File: config.mk
export PLATFORM = sky130hd
export DESIGN_NAME = ex_issue_ctrl_flat
export DESIGN_NICKNAME = d
export VERILOG_FILES = /design/src/rtl/ex_issue_ctrl_if.sv /design/src/rtl/ex_issue_ctrl.sv /design/src/flat_wrapper.sv
export SDC_FILE = /design/constraint.sdc
export NUM_CORES = 1
export LEC_CHECK = 0
export CORE_UTILIZATION = 42
export DETAILED_ROUTE_END_ITERATION = 6
export PLACE_DENSITY = 0.74
export SLEW_MARGIN = 20
export SYNTH_ARGS = -nofsm -noshare
export SYNTH_HDL_FRONTEND = slang
export SYNTH_SLANG_ARGS = --single-unit
File: constraint.sdc
create_clock -name clk -period 1.8 [get_ports clk]
set_input_delay 0.45 -clock clk [delete_from_list [all_inputs] [get_ports clk]]
set_output_delay 0.45 -clock clk [all_outputs]
set_load 0.05 [all_outputs]
File: src/rtl/ex_issue_ctrl_if.sv
// ID <-> EX issue-register bundle for ex_issue_ctrl.
// The master modport is the decode side; the slave modport is the issue controller.
interface ex_issue_ctrl_if #(
   parameter int unsigned EX_W  = 7,
   parameter int unsigned WB_W  = 4,
   parameter int unsigned CNT_W = 3
);
   logic             id_valid;
   logic [EX_W-1:0]  id_EX;
   logic [WB_W-1:0]  id_WB;
   logic             flush;
   logic             exc;
   logic [EX_W-1:0]  ex_EX;
   logic [WB_W-1:0]  ex_WB;
   logic             ex_valid;
   logic             stall_id;
   logic             result_valid;
   logic [CNT_W-1:0] lat_cnt;
   logic             exc_kill;

   modport master (
      output id_valid, id_EX, id_WB, flush, exc,
      input  ex_EX, ex_WB, ex_valid, stall_id, result_valid, lat_cnt, exc_kill
   );

   modport slave (
      input  id_valid, id_EX, id_WB, flush, exc,
      output ex_EX, ex_WB, ex_valid, stall_id, result_valid, lat_cnt, exc_kill
   );
endinterface

File: src/rtl/ex_issue_ctrl.sv
// ID/EX issue register with multi-cycle occupancy counter and ID stall generation.
// Optional macro EXC_ABORT_EN: an FP divide-by-zero exception aborts an in-flight fdiv.
module ex_issue_ctrl #(
   parameter int unsigned EX_W  = 7,
   parameter int unsigned WB_W  = 4,
   parameter int unsigned CNT_W = 3
) (
   input  logic             clk,
   input  logic             rst,
   ex_issue_ctrl_if.slave   bus
);

   typedef enum logic [1:0] {
      StIdle,
      StHold,
      StBusy
   } state_e;

   state_e           state_q, state_d;
   logic [EX_W-1:0]  ex_q, ex_d;
   logic [WB_W-1:0]  wb_q, wb_d;
   logic             valid_q, valid_d;
   logic [CNT_W-1:0] cnt_q, cnt_d;
   logic             stall;
   logic             accept;
   logic [CNT_W-1:0] lat;

   function automatic logic [CNT_W-1:0] lat_decode(input logic [EX_W-1:0] ex);
      logic [CNT_W-1:0] l;
      l = '0;
      if (ex[0]) begin
         if (ex[4:1] == 4'b0011) l = CNT_W'(7);
      end else if (ex[4]) begin
         unique case (ex[3:1])
            3'b000, 3'b001, 3'b011, 3'b100, 3'b110: l = CNT_W'(6);
            3'b101:                                 l = CNT_W'(4);
            default:                                l = '0;
         endcase
      end
      return l;
   endfunction

   assign stall  = (state_q == StBusy);
   assign lat    = lat_decode(bus.id_EX);
   assign accept = bus.id_valid & ~stall & ~bus.flush;

`ifdef EXC_ABORT_EN
   logic kill_q, kill_d;
   logic is_fdiv;
   assign is_fdiv = ~ex_q[0] & ex_q[4] & (ex_q[3:1] == 3'b110);
`else
   logic unused_exc;
   assign unused_exc = bus.exc;
`endif

   always_comb begin
      state_d = state_q;
      ex_d    = ex_q;
      wb_d    = wb_q;
      valid_d = valid_q;
      cnt_d   = cnt_q;
`ifdef EXC_ABORT_EN
      kill_d  = 1'b0;
`endif
      if (bus.flush) begin
         // Flush wins over everything, including a same-cycle accept or exception.
         state_d = StIdle;
         ex_d    = '0;
         wb_d    = '0;
         valid_d = 1'b0;
         cnt_d   = '0;
      end else begin
         unique case (state_q)
            StIdle, StHold: begin
               if (accept) begin
                  ex_d    = bus.id_EX;
                  wb_d    = bus.id_WB;
                  valid_d = 1'b1;
                  cnt_d   = lat;
                  state_d = (lat == '0) ? StHold : StBusy;
               end else if (state_q == StHold) begin
                  state_d = StIdle;
                  ex_d    = '0;
                  wb_d    = '0;
                  valid_d = 1'b0;
                  cnt_d   = '0;
               end
            end
            StBusy: begin
`ifdef EXC_ABORT_EN
               if (bus.exc && is_fdiv) begin
                  state_d = StIdle;
                  ex_d    = '0;
                  wb_d    = '0;
                  valid_d = 1'b0;
                  cnt_d   = '0;
                  kill_d  = 1'b1;
               end else
`endif
               if (cnt_q <= CNT_W'(1)) begin
                  cnt_d   = '0;
                  state_d = StHold;
               end else begin
                  cnt_d   = cnt_q - CNT_W'(1);
               end
            end
            default: begin
               state_d = StIdle;
               ex_d    = '0;
               wb_d    = '0;
               valid_d = 1'b0;
               cnt_d   = '0;
            end
         endcase
      end
   end

   always_ff @(posedge clk or posedge rst) begin
      if (rst) begin
         state_q <= StIdle;
         ex_q    <= '0;
         wb_q    <= '0;
         valid_q <= 1'b0;
         cnt_q   <= '0;
      end else begin
         state_q <= state_d;
         ex_q    <= ex_d;
         wb_q    <= wb_d;
         valid_q <= valid_d;
         cnt_q   <= cnt_d;
      end
   end

`ifdef EXC_ABORT_EN
   always_ff @(posedge clk or posedge rst) begin
      if (rst) kill_q <= 1'b0;
      else     kill_q <= kill_d;
   end
   assign bus.exc_kill = kill_q;
`else
   assign bus.exc_kill = 1'b0;
`endif

   // WB is only released on the completion cycle.
   assign bus.ex_WB        = (state_q == StHold) ? wb_q : '0;
   assign bus.ex_EX        = ex_q;
   assign bus.ex_valid     = valid_q;
   assign bus.stall_id     = stall;
   assign bus.result_valid = (state_q == StHold);
   assign bus.lat_cnt      = cnt_q;

endmodule
File: src/flat_wrapper.sv
// flat-port wrapper written by rule: the top's interface ports become plain ports
module ex_issue_ctrl_flat 
#(
   parameter int unsigned EX_W  = 7,
   parameter int unsigned WB_W  = 4,
   parameter int unsigned CNT_W = 3
)
  (clk, rst, bus_id_valid, bus_id_EX, bus_id_WB, bus_flush, bus_exc, bus_ex_EX, bus_ex_WB, bus_ex_valid, bus_stall_id, bus_result_valid, bus_lat_cnt, bus_exc_kill);
  ex_issue_ctrl_if #(.EX_W(EX_W), .WB_W(WB_W), .CNT_W(CNT_W)) bus_i ();
  input  logic clk;
  input  logic rst;
  input wire logic [$bits(bus_i.id_valid)-1:0] bus_id_valid;
  input wire logic [$bits(bus_i.id_EX)-1:0] bus_id_EX;
  input wire logic [$bits(bus_i.id_WB)-1:0] bus_id_WB;
  input wire logic [$bits(bus_i.flush)-1:0] bus_flush;
  input wire logic [$bits(bus_i.exc)-1:0] bus_exc;
  output wire logic [$bits(bus_i.ex_EX)-1:0] bus_ex_EX;
  output wire logic [$bits(bus_i.ex_WB)-1:0] bus_ex_WB;
  output wire logic [$bits(bus_i.ex_valid)-1:0] bus_ex_valid;
  output wire logic [$bits(bus_i.stall_id)-1:0] bus_stall_id;
  output wire logic [$bits(bus_i.result_valid)-1:0] bus_result_valid;
  output wire logic [$bits(bus_i.lat_cnt)-1:0] bus_lat_cnt;
  output wire logic [$bits(bus_i.exc_kill)-1:0] bus_exc_kill;
  assign bus_i.id_valid = bus_id_valid;
  assign bus_i.id_EX = bus_id_EX;
  assign bus_i.id_WB = bus_id_WB;
  assign bus_i.flush = bus_flush;
  assign bus_i.exc = bus_exc;
  assign bus_ex_EX = bus_i.ex_EX;
  assign bus_ex_WB = bus_i.ex_WB;
  assign bus_ex_valid = bus_i.ex_valid;
  assign bus_stall_id = bus_i.stall_id;
  assign bus_result_valid = bus_i.result_valid;
  assign bus_lat_cnt = bus_i.lat_cnt;
  assign bus_exc_kill = bus_i.exc_kill;
  ex_issue_ctrl #(.EX_W(EX_W), .WB_W(WB_W), .CNT_W(CNT_W)) u_core (.clk(clk), .rst(rst), .bus(bus_i));
endmodule
### After elaboration in Yosys (flattened, before gate mapping)

Index checks and enable logic that the tools add are counted.

* add/sub/neg operators: 1
* $lt $le $gt $ge: 1
* equality and inequality tests: 11
* muxes and demuxes: 28
* bitwise operators: 4
* reductions and logical operators: 7

Operators with widths (count)
* 2-to-1 mux 3 bit: 7
* 2-to-1 mux 7 bit: 3
* 2-to-1 mux 4 bit: 4
* one-hot mux 7 bit (2 select lines): 1
* one-hot mux 3 bit (2 select lines): 2
* 2-to-1 mux 2 bit: 5
* equality test 3 bit (second input constant): 3
* one-hot mux 4 bit (2 select lines): 1
* logical NOT 3 bit: 2
* OR reduction 5 bit: 1
* equality test 4 x 2 -> 1 bit (second input constant): 1
* != test 4 x 3 -> 1 bit (second input constant): 1
* one-hot mux 2 bit (2 select lines): 1
* AND reduction 2 bit: 2
* equality test 3 x 1 -> 1 bit (second input constant): 1
* equality test 3 x 2 -> 1 bit (second input constant): 1
* less-or-equal comparator 3 x 1 -> 1 bit (second input constant): 1
* 2-to-1 mux 1 bit: 3
* != test 3 bit (second input constant): 1
* subtractor 3 x 1 -> 3 bit (second input constant): 1
* bitwise AND 1 bit: 2
* equality test 2 x 1 -> 1 bit (second input constant): 1
* equality test 2 bit (second input constant): 1
* logical NOT 2 bit: 1
* other kinds (4): 5

* flip-flop bits (word level): 17
* input bits: 16
* output and inout port bits: 18
* word-level logic and storage cells: 57

### Depth between registers and ports, before layout

Gate-level depths: netlist of run 1.

* depth after elaboration: 10
* mapped depth: 6
* gate-level depth less buffers: 6

### Least setup slack after synthesis of run 1

No wires, ideal clock.

* path type: register to output
* start: register u_core.state_q[1]
* end: output bus_ex_WB[0]
* arrival: 1.764 ns
* required time: 1.350 ns
* slack: -0.414 ns
* stages on the path, launching flop included: 3
* path buffers: 0
* cell sequence: dfrtp_1 -> nor2b_1 -> and2_1

* longest elaborated chain between the ends: 2

Ends and longest elaborated chain
* start, declared: line ex_issue_ctrl.sv:19 `state_e state_q, state_d;`
* start signal, assigned: line ex_issue_ctrl.sv:120 `state_q <= StIdle;`
* start signal, assigned: line ex_issue_ctrl.sv:126 `state_q <= state_d;`
* equality test 2 x 1 -> 1 bit
* named net bus_result_valid: line flat_wrapper.sv:21 `output wire logic [$bits(bus_i.result_valid)-1:0] bus_result_valid;`
* 2-to-1 mux 4 bit: line ex_issue_ctrl.sv:145 `assign bus.ex_WB = (state_q == StHold) ? wb_q : '0;`
* end, declared: line flat_wrapper.sv:18 `output wire logic [$bits(bus_i.ex_WB)-1:0] bus_ex_WB;`

The timed path passes the listed nets, and every way through them passes these cells.

### Worst setup path in the final report of run 1

* start: register u_core.state_q[0]
* end: output bus_ex_WB[1]

* longest elaborated chain between the ends: 2

Ends and longest elaborated chain (line)
* equality test 2 x 1 -> 1 bit: ex_issue_ctrl.sv:145
* 2-to-1 mux 4 bit: ex_issue_ctrl.sv:145

Every way passes these cells.

==> results.yml, run 1 <==
die:
  core_um2: 1802
  initial_core_util_pct: 46.81
  ios: 34
  die_w_um: 46.81
  die_h_um: 46.81
  rows: 15
  dieArea_um2: 2191
timing:
  max_freq_ghz: 0.5763
  totalNegativeSetupSlack_ns: 0
  hold_violations: 0
  skew_ns: 0.01124
  post-route-period-util_pct: 96.41
  layout_setup_ws_ns: 0.06466
  rsz0062_at_grt: "false"
  finalSetupViolations: 0
  maxSlewViolCount: 0
  fin_crit_ns: 1.735
clocking:
  cts-root-buf: "clkbuf_4"
  cts_buffer_depth: 2
  clock_latency_ns: 0.29
  cts.sinks: 17
  cts_hold_buffers: 0
  htree_num_levels: 1
  clk_pin_slew_ns: 0.10
  cts_tree: "built"
  numCtsBuffers: 3
critical_path:
  end_kind: "output pin"
  crit_path_max_fanout: 6
  startpoint_type: "flip-flop"
  r2r_cells: 5
  critPathRequiredTime_ns: 1.35
  cp.arrival_ns: 1.29
  critPathKind: "flip-flop to output pin"
layout:
  ff_latch_area_um2: 429.2
  layout_commonest_cell: "buf_4"
  areaGrowthSynthToFinish_pct: 54.45
  drive_above_1_share_pct: 27.73
  multi_input_area_um2: 392.9
  antenna_cells: 0
  nets: 138
  stdcell_area_um2: 1303
  n_fill_cell: 153
  final_cell_mix: "buf_4, clkdlybuf4s50_1, dfrtp_1, a22o_1, buf_12"
route:
  drtIter0Drc: 14
  wl_per_cell_um: 14.57
  dr.pass1.iters: 4
  vias_per_cell: 5.396
  ant_nets: 0
  via_count: 777
  drc: 0
  wl_um: 2098
yosys:
  synth_fa_ha_area_share_pct: 2.967
  synth.largest_area_cell: "dfrtp_1"
  yosys_warnings: 0
  synth_top_family_by_area: "compound AO/OA/AOI/OAI gates"
  ys_types: 31
  synthCells: 80
  synth_mux_area_share_pct: 0
  yosysSeqAreaShare_pct: 50.45
  ys_ff_latch: 17
  synth_nets: 98
  avgSynthCellArea_um2: 10.54
  yosys.area.top_type_share_pct: 50.45
  syn_area_um2: 843.3
  synth-simple-area-share_pct: 20.03
  synth_xor_area_share_pct: 0
  synth_area_leaders: "dfrtp_1, a22o_1, and2_1"
  synth_compound_area_share_pct: 22.26
placed_design:
  place_area_um2: 1266
  dp_hpwl_um: 1582
  pre_cts_ws_ns: -0.03403
  port_buffers: 31
  gp_congestion: 0.8063
global_routing:
  grt_antenna_before_repair: 0
  track_usage_pct: 20.96
  grt_max_degree: 18
  grt_first_pass_wirelength_um: 3118
  grt_pass1_vias: 705
  grt.overflow.total: 0
hold_path:
  hp-class: "input pin to async pin"
pwr:
  ir_drop_v: 0.0005100
  power.density_nw_per_um2: 657.1
  leakage_nw: 0.5926
status:
  status: "finished, final reports clean"
run:
  cap_violations: 0
[cells in the mapped netlist (all sizes together)]
master	number
a21oi	3
buf	3
nand2b	3
a32o	1
dfrtp	17
a22o	10
and2b	1
o21bai	1
o311ai	1
nor3	3
o211ai	1
nand3b	2
or3	1
nor2	3
nand3	1
conb	1
nor2b	3
ha	2
o21a	1
o21ai	2
nand2	5
a21bo	1
inv	4
a211o	1
a21o	1
and2	4
o31ai	1
or4	1
nor3b	2
[state kept, by name (all words and copies together) (netlist names)]
register	flops
u_core.bus.ex_EX	7
u_core.bus.ex_valid	1
u_core.bus.lat_cnt	3
u_core.state_q	2
u_core.wb_q	4
[final timing paths]
| check | end | slack, ns | start |
|---|---|---|---|
| min reg2reg | u_core.bus.ex_valid | 0.49 | u_core.bus.ex_valid |
| min in group clk | u_core.bus.ex_valid | 0.49 | u_core.bus.ex_valid |
| max reg2reg | u_core.bus.lat_cnt[1] | 0.25 | u_core.bus.lat_cnt[1] |
| max | bus_ex_WB[1] | 0.06 | u_core.state_q[0] |
| min | u_core.bus.lat_cnt[0] | 0.46 | rst |
| max in group asynchronous | u_core.state_q[0] | 1.13 | rst |
[critical path, cell delays in order, from the launching register on]
cell     delay (ns)
dfrtp_2        0.43
nor2b_4        0.22
and2_1         0.20
buf_12         0.15
[stage by stage]
step / hold WS (ns) / std cells / util [%] / power [W]
2_1_floorplan: 0.3760 / 80 / - / 0.0005534
3_3_place_gp: 0.4642 / 139 / 70.28 / 0.0006544
3_5_place_dp: 0.4676 / 139 / 70.28 / 0.0006586
4_1_cts: 0.4737 / 143 / 71.74 / 0.0008590
5_1_grt: 0.5044 / 144 / 72.29 / 0.0008896
6_report: 0.4625 / 144 / 72.29 / 0.0008559
[cells by family after synthesis]
family                     Yosys count
other                                1
buffers and inverters                7
AOI/OAI and AO/OA                   24
adders and majority gates            2
DFF                                 17
and+or+nand+nor                     29
[repair_timing]
action	4_1_cts	5_1_grt
endpoints found under the setup margin	0	4
buffers inserted	0	1
gates resized for setup	0	2
[layout make-up]
cell class / count / share of cell area (%)
well taps: 25 / 2.402
inverters: 4 / 1.153
flip-flops and latches: 17 / 32.95
multi-input cells: 56 / 30.16
repair buffers: 38 / 31.32
clock buffers: 4 / 2.017
[layer usage]
metal,up-vias,routed length [um],track usage [%]
met5,-,0,0
met4,0,21,9.143
met3,2,79,3.462
met2,25,1049,34.17
met1,383,949,27.56
li1,367,-,-
[report_power, final]
group	internal [W]	switching (W)
registers	0.000403	0.0000161
clock network	0.0000860	0.000117
logic	0.000101	0.000133
total	0.000590	0.000266
(Power assumes the default switching activity.)
==> inputs of run 2 (changes only) <==
--- a/config.mk
+++ b/config.mk
@@ -7,7 +7,7 @@
 export LEC_CHECK = 0
 export CORE_UTILIZATION = 42
 export DETAILED_ROUTE_END_ITERATION = 6
-export PLACE_DENSITY = 0.74
+export PLACE_DENSITY = 0.89
 export SLEW_MARGIN = 20
 export SYNTH_ARGS = -nofsm -noshare
 export SYNTH_HDL_FRONTEND = slang
==> run 2 against run 1 <==
  * Global-route usage grew 0.10 points
  * Maximum frequency is 2.7% higher
  * Sequential share of layout area increased by 0.16 points
  * Count of clock-buffer cells in the layout is 1 lower
  * Design area shrank 0.48%
  * Critical path depth stayed put
  * Critical endpoint unchanged
==> results.yml, run 2 (synthesis results as in run 1) <==
status:
  status: "finished, final reports clean"
clocking:
  clk_pin_slew_ns: 0.12
  cts-root-buf: "clkbuf_4"
  cts_hold_buffers: 0
  cts_tree: "built"
  cts_buffer_depth: 2
  cts.sinks: 17
  htree_num_levels: 1
  numCtsBuffers: 3
  clock_latency_ns: 0.30
pwr:
  power.density_nw_per_um2: 663.7
  ir_drop_v: 0.0004624
  leakage_nw: 0.5900
critical_path:
  r2r_cells: 5
  r2r_start: "u_core.bus.lat_cnt[1]"
  critPathKind: "flip-flop to output pin"
  crit_end: "bus_ex_WB[1]"
  startpoint_type: "flip-flop"
  r2r_slack_ns: 0.20
  cp.arrival_ns: 1.24
  timing.rr.end: "u_core.bus.lat_cnt[2]"
  critPathLaunch: "u_core.state_q[0]"
  end_kind: "output pin"
  crit_path_max_fanout: 6
  critPathRequiredTime_ns: 1.35
placed_design:
  dp_hpwl_um: 1488
  place_area_um2: 1259
  port_buffers: 31
  gp_congestion: 0.8301
layout:
  n_fill_cell: 140
  largest_reg_flops: 7
  final_cell_mix: "buf_4, clkdlybuf4s50_1, dfrtp_1, a22o_1, buf_12"
  stdcell_area_um2: 1296
  areaGrowthSynthToFinish_pct: 53.71
  antenna_cells: 0
  nets: 137
  layout_commonest_cell: "buf_4"
  drive_above_1_share_pct: 27.97
global_routing:
  grt_max_degree: 18
  grt_antenna_before_repair: 0
  grt_pass1_vias: 719
  track_usage_pct: 21.07
  grt.overflow.total: 0
  grt_first_pass_wirelength_um: 3194
hold_path:
  hp-class: "input pin to async pin"
route:
  drtIter0Drc: 8
  ant_nets: 0
  drc: 0
  dr.pass1.iters: 4
  wl_um: 2063
  vias_per_cell: 5.357
  via_count: 766
  wl_per_cell_um: 14.43
die:
  ios: 34
  die_h_um: 46.81
  initial_core_util_pct: 46.81
  core_um2: 1802
  dieArea_um2: 2191
  die_w_um: 46.81
  rows: 15
timing:
  fin_crit_ns: 1.690
  hold_violations: 0
  post-route-period-util_pct: 93.89
  finalSetupViolations: 0
  totalNegativeSetupSlack_ns: 0
  max_freq_ghz: 0.5917
  skew_ns: 0.02000
  rsz0062_at_grt: "false"
  maxSlewViolCount: 0
run:
  cap_violations: 0
[run 2: changes by cell type in the layout (fill, tap and decap cells not counted), sizes merged]
cell	before	now
buf	24	23
clkbuf	4	3
clkinv	0	1
[run 2: per-layer routing]
metal	vias to the layer above	share of wire [%]	GRT usage, %
li1	361	-	-
met1	367	41	29.70
met5	-	0	0
met3	6	4.8	2.692
met4	0	2.0	9.714
met2	32	52	32.50
[run 2: how the worst min path moves through the flow]
stage / from / to / cells after the start
after floorplan: rst / u_core.bus.ex_EX[0] / 1
after global placement: u_core.bus.ex_valid / u_core.bus.ex_valid / 1
after global routing: rst / u_core.bus.lat_cnt[2] / 3
after detailed placement: u_core.bus.ex_EX[1] / u_core.bus.ex_EX[1] / 2
after CTS: rst / u_core.wb_q[1] / 3
final: rst / u_core.wb_q[1] / 3
[run 2: timing repair]
| action | 4_1_cts | 5_1_grt |
|---|---|---|
| resized for setup | 0 | 2 |
| endpoints found under the setup margin | 0 | 4 |
| setup buffers | 0 | 1 |
[run 2: cell type report]
type / instances / area [um2] / share of cell area [%]
sequential: 17 / 429.2 / 33.11
clock buffer: 3 / 22.52 / 1.737
multi-input combinational: 56 / 392.9 / 30.31
tap: 25 / 31.28 / 2.413
clock inverter: 1 / 5.005 / 0.3861
timing repair buffer: 37 / 400.4 / 30.89
inverter: 4 / 15.01 / 1.158
[run 2: stage by stage]
step | utilization, % | total power [W] | worst slack [ns] | instances | hold WS [ns]
floorplan | - | 0.0005534 | 0.06091 | 80 | 0.3760
global placement | 69.86 | 0.0006496 | 0.01043 | 138 | 0.4646
detailed placement | 69.86 | 0.0006557 | -0.01106 | 138 | 0.4716
CTS | 71.39 | 0.0008566 | 0.02965 | 142 | 0.4746
global route | 71.94 | 0.0008964 | 0.04349 | 143 | 0.5052
finish | 71.94 | 0.0008603 | 0.1099 | 143 | 0.4560
[run 2: critical path, cell delays in order, from the launching register on]
cell and delay [ns]:
dfrtp_2 0.43, nor2b_4 0.19, and2_1 0.18, buf_12 0.14
[run 2: power breakdown]
| group | switching [W] | internal (W) |
|---|---|---|
| sequential | 0.0000162 | 0.000403 |
| combinational | 0.000133 | 0.000100 |
| clock | 0.000125 | 0.0000826 |
